File: config.mk
export PLATFORM = sky130hd
export DESIGN_NAME = prog_count_timer_flat
export DESIGN_NICKNAME = d
export VERILOG_FILES = /design/src/rtl/prog_count_timer_if.sv /design/src/rtl/prog_count_timer.sv /design/src/flat_wrapper.sv
export SDC_FILE = /design/constraint.sdc
export NUM_CORES = 1
export LEC_CHECK = 0
export CORE_MARGIN = 10
export CORE_UTILIZATION = 40
export CTS_BUF_LIST = sky130_fd_sc_hd__clkbuf_2
export CTS_CLUSTER_SIZE = 8
export DETAILED_ROUTE_END_ITERATION = 16
export GPL_TIMING_DRIVEN = 1
export PLACE_DENSITY = 0.65
export SYNTH_ARGS = -nofsm -noshare
export SYNTH_HDL_FRONTEND = slang
export SYNTH_SLANG_ARGS = --single-unit
export TNS_END_PERCENT = 50
File: constraint.sdc
create_clock -name clk -period 2.9 [get_ports clk]
set_input_delay 0.29 -clock clk [delete_from_list [all_inputs] [get_ports clk]]
set_output_delay 0.29 -clock clk [all_outputs]
set_load 0.1 [all_outputs]
File: src/rtl/prog_count_timer_if.sv
// Control/status bundle for the programmable count timer.
interface prog_count_timer_if #(
  parameter int unsigned WIDTH = 16,
  parameter int unsigned EXP_W = 8
);
  logic             timerStart;
  logic             timerStop;
  logic             timerHold;
  logic             mode;
  logic             tcLoad;
  logic [WIDTH-1:0] tcIn;
  logic [WIDTH-1:0] count;
  logic             busy;
  logic             timerOut;
  logic             tick;
  logic [EXP_W-1:0] expCount;

  // Requester side: drives controls, observes status.
  modport master (
    output timerStart, timerStop, timerHold, mode, tcLoad, tcIn,
    input  count, busy, timerOut, tick, expCount
  );

  // Timer side: consumes controls, drives status.
  modport slave (
    input  timerStart, timerStop, timerHold, mode, tcLoad, tcIn,
    output count, busy, timerOut, tick, expCount
  );
endinterface

File: src/rtl/prog_count_timer.sv
// Programmable cycle timer: one-shot (latched expiry) or periodic (auto-reload
// with per-period tick), with hold, stop and a saturating expiry counter.
module prog_count_timer #(
  parameter int unsigned WIDTH      = 16,
  parameter int unsigned DEFAULT_TC = 39999,
  parameter int unsigned EXP_W      = 8
) (
  input logic                 clk,
  input logic                 rst,
  prog_count_timer_if.slave   bus
);

  typedef enum logic [1:0] {
    IDLE    = 2'd0,
    RUN     = 2'd1,
    EXPIRED = 2'd2
  } state_t;

  state_t           state, stateNext;
  logic [WIDTH-1:0] count, countNext;
  logic [WIDTH-1:0] tc, tcNext;
  logic             modeReg, modeNext;
  logic [EXP_W-1:0] expCount, expNext;
  logic             atTerminal;
  logic             tickC;

  // State and datapath registers; synchronous reset restores defaults.
  always_ff @(posedge clk) begin
    if (rst) begin
      state    <= IDLE;
      count    <= '0;
      tc       <= WIDTH'(DEFAULT_TC);
      modeReg  <= 1'b0;
      expCount <= '0;
    end else begin
      state    <= stateNext;
      count    <= countNext;
      tc       <= tcNext;
      modeReg  <= modeNext;
      expCount <= expNext;
    end
  end

  // Next-state and datapath: stop beats start beats normal counting.
  always_comb begin
    stateNext  = state;
    countNext  = count;
    modeNext   = modeReg;
    expNext    = expCount;
    tcNext     = bus.tcLoad ? bus.tcIn : tc;
    // >= keeps a lowered terminal count from letting count run away and wrap.
    atTerminal = (count >= tc);
    tickC      = (state == RUN) && !bus.timerHold && atTerminal;

    if (bus.timerStop) begin
      stateNext = IDLE;
      countNext = '0;
      expNext   = '0;
    end else if (bus.timerStart) begin
      stateNext = RUN;
      countNext = '0;
      expNext   = '0;
      modeNext  = bus.mode;
    end else begin
      case (state)
        IDLE: begin
          countNext = '0;
        end
        RUN: begin
          if (!bus.timerHold) begin
            if (!atTerminal) begin
              countNext = count + WIDTH'(1);
            end else if (modeReg) begin
              countNext = '0;
              if (expCount != {EXP_W{1'b1}}) begin
                expNext = expCount + EXP_W'(1);
              end
            end else begin
              stateNext = EXPIRED;
            end
          end
        end
        EXPIRED: begin
          countNext = count;
        end
        default: begin
          stateNext = IDLE;
          countNext = '0;
        end
      endcase
    end
  end

  // Status decode; busy/timerOut come straight from the state register.
  assign bus.count    = count;
  assign bus.busy     = (state == RUN);
  assign bus.timerOut = (state == EXPIRED);
  assign bus.tick     = tickC;
  assign bus.expCount = expCount;

endmodule
File: src/flat_wrapper.sv
// flat-port wrapper written by rule: the top's interface ports become plain ports
module prog_count_timer_flat 
#(
  parameter int unsigned WIDTH      = 16,
  parameter int unsigned DEFAULT_TC = 39999,
  parameter int unsigned EXP_W      = 8
)
  (clk, rst, bus_timerStart, bus_timerStop, bus_timerHold, bus_mode, bus_tcLoad, bus_tcIn, bus_count, bus_busy, bus_timerOut, bus_tick, bus_expCount);
  prog_count_timer_if #(.WIDTH(WIDTH), .EXP_W(EXP_W)) bus_i ();
  input logic clk;
  input logic rst;
  input wire logic [$bits(bus_i.timerStart)-1:0] bus_timerStart;
  input wire logic [$bits(bus_i.timerStop)-1:0] bus_timerStop;
  input wire logic [$bits(bus_i.timerHold)-1:0] bus_timerHold;
  input wire logic [$bits(bus_i.mode)-1:0] bus_mode;
  input wire logic [$bits(bus_i.tcLoad)-1:0] bus_tcLoad;
  input wire logic [$bits(bus_i.tcIn)-1:0] bus_tcIn;
  output wire logic [$bits(bus_i.count)-1:0] bus_count;
  output wire logic [$bits(bus_i.busy)-1:0] bus_busy;
  output wire logic [$bits(bus_i.timerOut)-1:0] bus_timerOut;
  output wire logic [$bits(bus_i.tick)-1:0] bus_tick;
  output wire logic [$bits(bus_i.expCount)-1:0] bus_expCount;
  assign bus_i.timerStart = bus_timerStart;
  assign bus_i.timerStop = bus_timerStop;
  assign bus_i.timerHold = bus_timerHold;
  assign bus_i.mode = bus_mode;
  assign bus_i.tcLoad = bus_tcLoad;
  assign bus_i.tcIn = bus_tcIn;
  assign bus_count = bus_i.count;
  assign bus_busy = bus_i.busy;
  assign bus_timerOut = bus_i.timerOut;
  assign bus_tick = bus_i.tick;
  assign bus_expCount = bus_i.expCount;
  prog_count_timer #(.WIDTH(WIDTH), .DEFAULT_TC(DEFAULT_TC), .EXP_W(EXP_W)) u_core (.clk(clk), .rst(rst), .bus(bus_i));
endmodule
# Word-level counts from Yosys, hierarchy flattened
# Cells that the tools add are included.
[totals]
reg_bits = 43
input_bits = 23
out_inout_bits = 27
wordCells = 45
[op_classes]
addsub = 2
n_lt_le_gt_ge = 1
n_eq_ne = 11
n_mux = 9
bitwise_logic = 4
n_reduce_logical = 12
[op_table]
columns = ["cell", "n"]
rows = [
  ["16-bit two-way mux", 3],
  ["16-bit case mux with 2 select lines", 1],
  ["16-bit by 1-bit adder with 16-bit output, second input constant", 1],
  ["16-bit >= comparator", 1],
  ["8-bit by 1-bit adder with 8-bit output, second input constant", 1],
  ["8-bit inequality test, second input constant", 1],
  ["4-bit AND reduction", 2],
  ["2-bit two-way mux", 3],
  ["3-bit by 2-bit inequality test with 1-bit output, second input constant", 2],
  ["3-bit inequality test, second input constant", 2],
  ["5-bit AND reduction", 1],
  ["2-bit by 1-bit inequality test with 1-bit output, second input constant", 2],
  ["2-bit inequality test, second input constant", 2],
  ["1-bit NOT", 4],
  ["2-bit case mux with 2 select lines", 1],
  ["2-bit OR reduction", 2],
  ["3-bit AND reduction", 1],
  ["3-bit OR reduction", 1],
  ["2-bit by 1-bit equality test with 1-bit output, second input constant", 1],
  ["2-bit equality test, second input constant", 1],
  ["1-bit logical AND", 2],
  ["2-bit zero test", 1],
  ["2-bit AND reduction", 1],
  ["1-bit zero test", 1],
  ["1-bit two-way mux", 1],
]

# Depth between registers and ports, before layout
# Gate-level depths: netlist of the first run.
[logic_depth]
ltp_word = 5
depth_mapped = 10
depth_no_buf = 8

# Worst setup path after synthesis of the first run
# Ideal clock, no wire load.
[synth_timing]
path_kind = "register -> output"
start = "register u_core.count[11], in the netlist u_core.bus.count[11]"
end = "output bus_tick"
arrival_time_ps = 4132
required_ps = 2610
setup_slack_ps = -1522
stages_incl_launch_ff = 8
path_buffers = 1
cell_sequence = "dfxtp_1 > ha_1 > nand4_1 > a311oi_2 > a31oi_2 > buf_4 > and2_1 > nor3_1"
[synth_via]
elab_chain_cells = 2
[synth_rtl]
columns = ["element", "line", "source"]
rows = [
  ["from (decl)", "prog_count_timer.sv:20", "logic [WIDTH-1:0] count, countNext;"],
  ["from (signal assigned)", "prog_count_timer.sv:37", "count <= countNext;"],
  ["16-bit >= comparator", "prog_count_timer.sv:52", "atTerminal = (count >= tc);"],
  ["1-bit logical AND", "prog_count_timer.sv:53", "tickC = (state == RUN) && !bus.timerHold && atTerminal;"],
  ["to (decl)", "flat_wrapper.sv:21", "output wire logic [$bits(bus_i.tick)-1:0] bus_tick;"],
]
# Every way passes these cells.

# Final worst setup path of the first run
[layout_timing]
start = "register u_core.count[0], in the netlist u_core.bus.count[0]"
end = "output bus_tick"
# Same word-level chain as after synthesis.

==> results.yml, run 1 <==
outcome:
  status: "completed"
die:
  rows: 27
  die_h_um: 96.46
  die-area_mm2: 0.009305
  design.portCount: 50
  coreArea_mm2: 0.005574
  die_x_um: 96.46
  start_util_pct: 41.95
synth:
  synth_common_cells: "dfxtp_1 (43), nand2_1 (31), inv_1 (25), nor2_1 (20), ha_1 (18)"
  yosysMostFrequentCell: "dfxtp_1"
  synthArstFlopShare_pct: 0
  ys_warn_count: 0
  yosysTopAreaCell: "dfxtp_1"
  syn-num-nets: 321
  ys_types: 46
  seq_area_frac_synth_pct: 36.81
  synth-edff-count: 0
  synth_top_area_share_pct: 36.81
  synthCells: 280
  synthFlopType: "dfxtp_1"
  syn-cell-area_mm2: 0.002338
  avgSynthCellArea_um2: 8.352
  synthTopCellsByArea: "dfxtp_1 (37%), ha_1 (9.6%), nand2_1 (5.0%)"
  synth_seq_cells: 43
setup_path:
  timing.rr.end: "u_core.bus.count[10]"
  end_kind: "primary output"
  r2r-start: "u_core.bus.count[0]"
  worst_ep_required_time_ns: 2.61
  worst_ep_arrival_time_ns: 2.42
  r2r_setup_slack_ns: 0.41
  reg2regPathDepth: 9
  worstSetupPathType: "flop to primary output"
  crit_path_start_kind: "flop"
  cp_max_fo: 7
timing:
  tns_ns: 0
  rsz0062_at_grt: "no"
  max_freq_ghz: 0.3691
  setup_violations: 0
  fin_crit_ns: 2.709
  max-slew-margin-rel_pct: 67.78
  clock_skew_ns: 0.01715
  post-route-period-util_pct: 93.41
  tightestPinTransition_ns: 0.4812
  slew_viol_final: 0
  hold_violations: 0
clock_network:
  clock-sinks: 43
  cts_tree: "done"
  holdBufCountCts: 0
  clkSlewWorstSetupHoldPaths_ns: 0.23
  insertion_delay_ns: 0.41
  root_buffer: "clkbuf_2"
  cts_buffers: 5
  cts_buffer_depth: 2
  htree_levels: 2
layout:
  fin_util_pct: 53.89
  drive_gt1_share_pct: 21.07
  fin_area_mm2: 0.003004
  layout.nets: 377
  syn2layout_area_growth_pct: 28.46
  num_antenna_cells: 0
global_route:
  grt_max_degree: 21
  globalRoute.totalOverflow: 0
  antenna_found_initial: 0
  grt_pass1_wl_um: 9936
  grt_pass1_vias: 2173
  grtUsageTotal_pct: 13.24
routing:
  wl_per_cell_um: 14.44
  via_per_inst: 5.249
  vias: 2147
  ant_nets: 0
  drtIter0Drc: 56
  first_pass_iters: 5
  drcViolationCount: 0
  finalWirelength_um: 5907
placed_design:
  gp_congestion: 0.7876
  port_buffers: 49
  place_area_mm2: 0.002900
  dp_hpwl_um: 4669
pwr:
  leakage_nw: 1.252
  finalPower_mw: 1.061
  max-vdd-ir-drop_mv: 0.2028
  p_per_area_mw_per_mm2: 353.1
worst_hold_path:
  whs_endpoint: "u_core.tc[10]"
  whs_path_depth: 3
  hold_path.class: "input port to flop"
  min_from: "bus_tcIn[10]"
run:
  maxCapViolCount: 0
[logic make-up after synthesis]
group / Yosys count / synth area share (%)
AOI/OAI and AO/OA: 62 / 18.03
xor gates and xnor gates: 6 / 2.247
DFF: 43 / 36.81
buffers and inverters: 36 / 6.420
adders and majority gates: 18 / 9.631
muxes: 9 / 3.852
and+or+nand+nor: 106 / 23.01
[report_power, final]
| part | internal [mW] | switching [mW] |
|---|---|---|
| sequential | 0.606 | 0.00635 |
| clock | 0.142 | 0.197 |
| combinational | 0.0541 | 0.0552 |
| total | 0.802 | 0.259 |
[final cells by class]
type                    instances  area (um^2)
inverters                      26        97.59
well taps                      72        90.09
multi-input cells             201         1356
clock inverters                 3        38.79
clock buffers                   5        25.02
repair buffers                 59        514.2
fillers                       547         2570
flip-flops and latches         43        882.1
[layout by cell type, fill, tap and decap left out, types with 2 or more instances in the layout]
cell	count
and4_1	2
o21bai_1	2
o211ai_1	11
ha_1	18
nand3_1	16
a21o_1	2
clkinv_1	2
nand4_2	2
clkdlybuf4s50_1	22
nand2b_1	4
nor2_1	20
or3_1	12
inv_1	25
a31oi_1	2
nand2_1	31
dfxtp_2	14
o21ai_0	13
a211oi_1	4
buf_4	35
dfxtp_1	28
nand4_1	5
clkbuf_2	5
nor4_1	3
a21oi_1	17
xnor2_1	6
mux2i_1	9
[how the worst max path moves through the flow]
stage | startpoint | endpoint | slack (ns) | cells after the start
finish | u_core.bus.count[0] | bus_tick | 0.19 | 9
global route | u_core.bus.count[0] | bus_tick | 0.03 | 9
CTS | u_core.bus.count[0] | bus_tick | 0.03 | 9
detailed placement | u_core.bus.count[0] | u_core.bus.count[10] | 0.24 | 9
global placement | u_core.bus.count[0] | u_core.bus.count[7] | 0.37 | 9
floorplan | u_core.bus.count[1] | bus_tick | 0.005 | 6
[flip-flops by register name (all words and copies together) (netlist names)]
signal	count
u_core.bus.count	16
u_core.bus.expCount	8
u_core.modeReg	1
u_core.state	2
u_core.tc	16
[per-layer routing]
layer / share of wire, % / track usage, %
met1: 45 / 16.02
met2: 47 / 21.16
met3: 7.3 / 4.934
met4: 0.54 / 4.479
met5: 0 / 0
[through the flow]
step,worst slack [ns],hold WS (ns),std cells
floorplan,0.005056,0.3628,280
global placement,0.3668,0.4752,398
detailed placement,0.2409,0.4809,398
CTS,0.02792,0.4087,406
global route,0.03256,0.4043,409
finish,0.1911,0.4247,409
[critical path, cell delays in order (launching register included)]
cell and delay, ns:
dfxtp_4 0.42, inv_1 0.05, ha_1 0.27, nand2b_1 0.14, a2111o_1 0.40, a31oi_4 0.24, buf_6 0.13, and2_4 0.16
nor3_4 0.04, buf_12 0.18
[repair_timing]
item | in CTS | in global routing
pin swaps | 0 | 2
endpoints found under the setup margin | 1 | 1
setup buffers | 0 | 3
endpoints found under the hold margin | 0 | 0
resized for setup | 3 | 1
No activity file was read; power rests on OpenSTA's default activity.
==> run 2: changes to the inputs <==
--- a/config.mk
+++ b/config.mk
@@ -5,7 +5,7 @@
 export SDC_FILE = /design/constraint.sdc
 export NUM_CORES = 1
 export LEC_CHECK = 0
-export CORE_MARGIN = 10
+export CORE_MARGIN = 3
 export CORE_UTILIZATION = 40
 export CTS_BUF_LIST = sky130_fd_sc_hd__clkbuf_2
 export CTS_CLUSTER_SIZE = 8
==> results.yml, run 2 (synthesized netlist as in run 1, its figures left out) <==
outcome:
  status: "completed"
timing:
  hold_violations: 0
  max_freq_ghz: 0.3653
  max-slew-margin-rel_pct: 63.53
  clock_skew_ns: 0.02500
  post-route-period-util_pct: 94.40
  hold_ws_ns: 0.4563
  tightestPinTransition_ns: 0.5453
  worst_slack_ns: 0.1623
  rsz0062_at_grt: "no"
  setup_violations: 0
  tns_ns: 0
  slew_viol_final: 0
  fin_crit_ns: 2.738
die:
  die-area_mm2: 0.006800
  coreArea_mm2: 0.005574
  design.portCount: 50
  die_h_um: 82.46
  die_x_um: 82.46
  start_util_pct: 41.95
  rows: 27
setup_path:
  timing.rr.end: "u_core.bus.count[15]"
  cp-startpoint: "u_core.bus.count[0]"
  crit_path_cell_trace: "inv_1, ha_1, nand2b_1, a2111o_1, a31oi_4, buf_6, and2_4, nor3_4, buf_12"
  cp_max_fo: 6
  cpMaxStageDelayCell: "dfxtp_4"
  crit_end: "bus_tick"
  reg2regPathDepth: 9
  r2r_setup_slack_ns: 0.27
  worst_ep_arrival_time_ns: 2.45
  worst_ep_required_time_ns: 2.61
  r2r-start: "u_core.bus.count[0]"
  end_kind: "primary output"
  slowest_delay_ns: 0.41
  crit_path_start_kind: "flop"
  worstSetupPathType: "flop to primary output"
global_route:
  grt_max_degree: 16
  globalRoute.totalOverflow: 0
  grtUsageTotal_pct: 17.57
  grt_pass1_vias: 1913
  antenna_found_initial: 0
  grt_pass1_wl_um: 9170
clock_network:
  insertion_delay_ns: 0.40
  cts_buffer_depth: 2
  cts_tree: "done"
  holdBufCountCts: 0
  clkSlewWorstSetupHoldPaths_ns: 0.19
  root_buffer: "clkbuf_2"
  htree_levels: 2
  cts_buffers: 5
  clock-sinks: 43
routing:
  wl_per_cell_um: 13.50
  ant_nets: 0
  vias: 2134
  first_pass_iters: 4
  via_per_inst: 5.192
  drcViolationCount: 0
  finalWirelength_um: 5550
  drtIter0Drc: 78
placed_design:
  gp_congestion: 0.8112
  placed_cells: 397
  place_area_mm2: 0.002893
  place_ws_ns: 0.2936
  dp_hpwl_um: 4308
  port_buffers: 49
layout:
  mostFrequentLayoutCell: "buf_4"
  layout.nets: 379
  final_cell_mix: "buf_4 (37), nand2_1 (31), dfxtp_1 (28)"
  fin_area_mm2: 0.003004
  drive_gt1_share_pct: 21.83
  fin_util_pct: 53.89
  top_regs: "u_core.bus.count x16, u_core.tc x16, u_core.bus.expCount x8"
  syn2layout_area_growth_pct: 28.46
  instances_no_fill: 411
  num_antenna_cells: 0
worst_hold_path:
  hold_path.class: "input port to flop"
pwr:
  p_per_area_mw_per_mm2: 323.3
  max-vdd-ir-drop_mv: 0.2447
  leakage_nw: 1.260
  finalPower_mw: 0.9712
run:
  maxCapViolCount: 0
[run 2: cell types whose count changed in the layout (fill, tap and decap cells not counted)]
cell	before	now
buf_4	35	37
nor4_4	0	1
nor4_2	1	0
clkinv_1	2	1
bufinv_16	1	0
clkbuf_2	5	7
[run 2: metal layers]
metal | vias to the layer above | wire length [um] | track usage, %
met2 | 45 | 2475 | 27.56
met3 | 8 | 306 | 4.230
li1 | 1119 | - | -
met1 | 962 | 2672 | 23.54
met5 | - | 0 | 0
met4 | 0 | 97 | 5.814
[run 2: worst min path at each step]
stage,startpoint,endpoint,slack [ns],depth (start not counted)
2_1_floorplan,bus_timerStop,u_core.state[0],0.36,1
3_3_place_gp,u_core.tc[0],u_core.tc[0],0.47,2
3_5_place_dp,u_core.tc[3],u_core.tc[3],0.48,2
4_1_cts,bus_tcIn[10],u_core.tc[10],0.43,3
5_1_grt,bus_tcIn[12],u_core.tc[12],0.43,3
6_report,bus_tcIn[10],u_core.tc[10],0.46,3
[run 2: worst max-delay path: cells and delay by family, from the launching register on]
family	cells	cell delay [ns]
compound gates	2	0.64
simple gates	3	0.34
flops	1	0.41
fa+ha+maj	1	0.28
buf+inv	3	0.37
[run 2: where the power goes]
group          internal (mW)  total (mW)  switching [mW]
clock                 0.0659       0.248           0.183
combinational         0.0543       0.110          0.0561
sequential             0.606       0.612         0.00621
total                  0.726       0.971           0.245
[run 2: layout make-up]
cell class | instances | area, um^2
multi-input combinational | 201 | 1365
clock buffer | 7 | 35.03
fill | 540 | 2570
sequential | 43 | 882.1
timing repair buffer | 61 | 529.3
clock inverter | 1 | 5.005
tap | 72 | 90.09
inverter | 26 | 97.59
[run 2: what timing repair did]
item                                    CTS  global route
endpoints found under the setup margin    1            10
gates resized for setup                   4             1
buffers inserted                          0             6
pin swaps                                 0             3
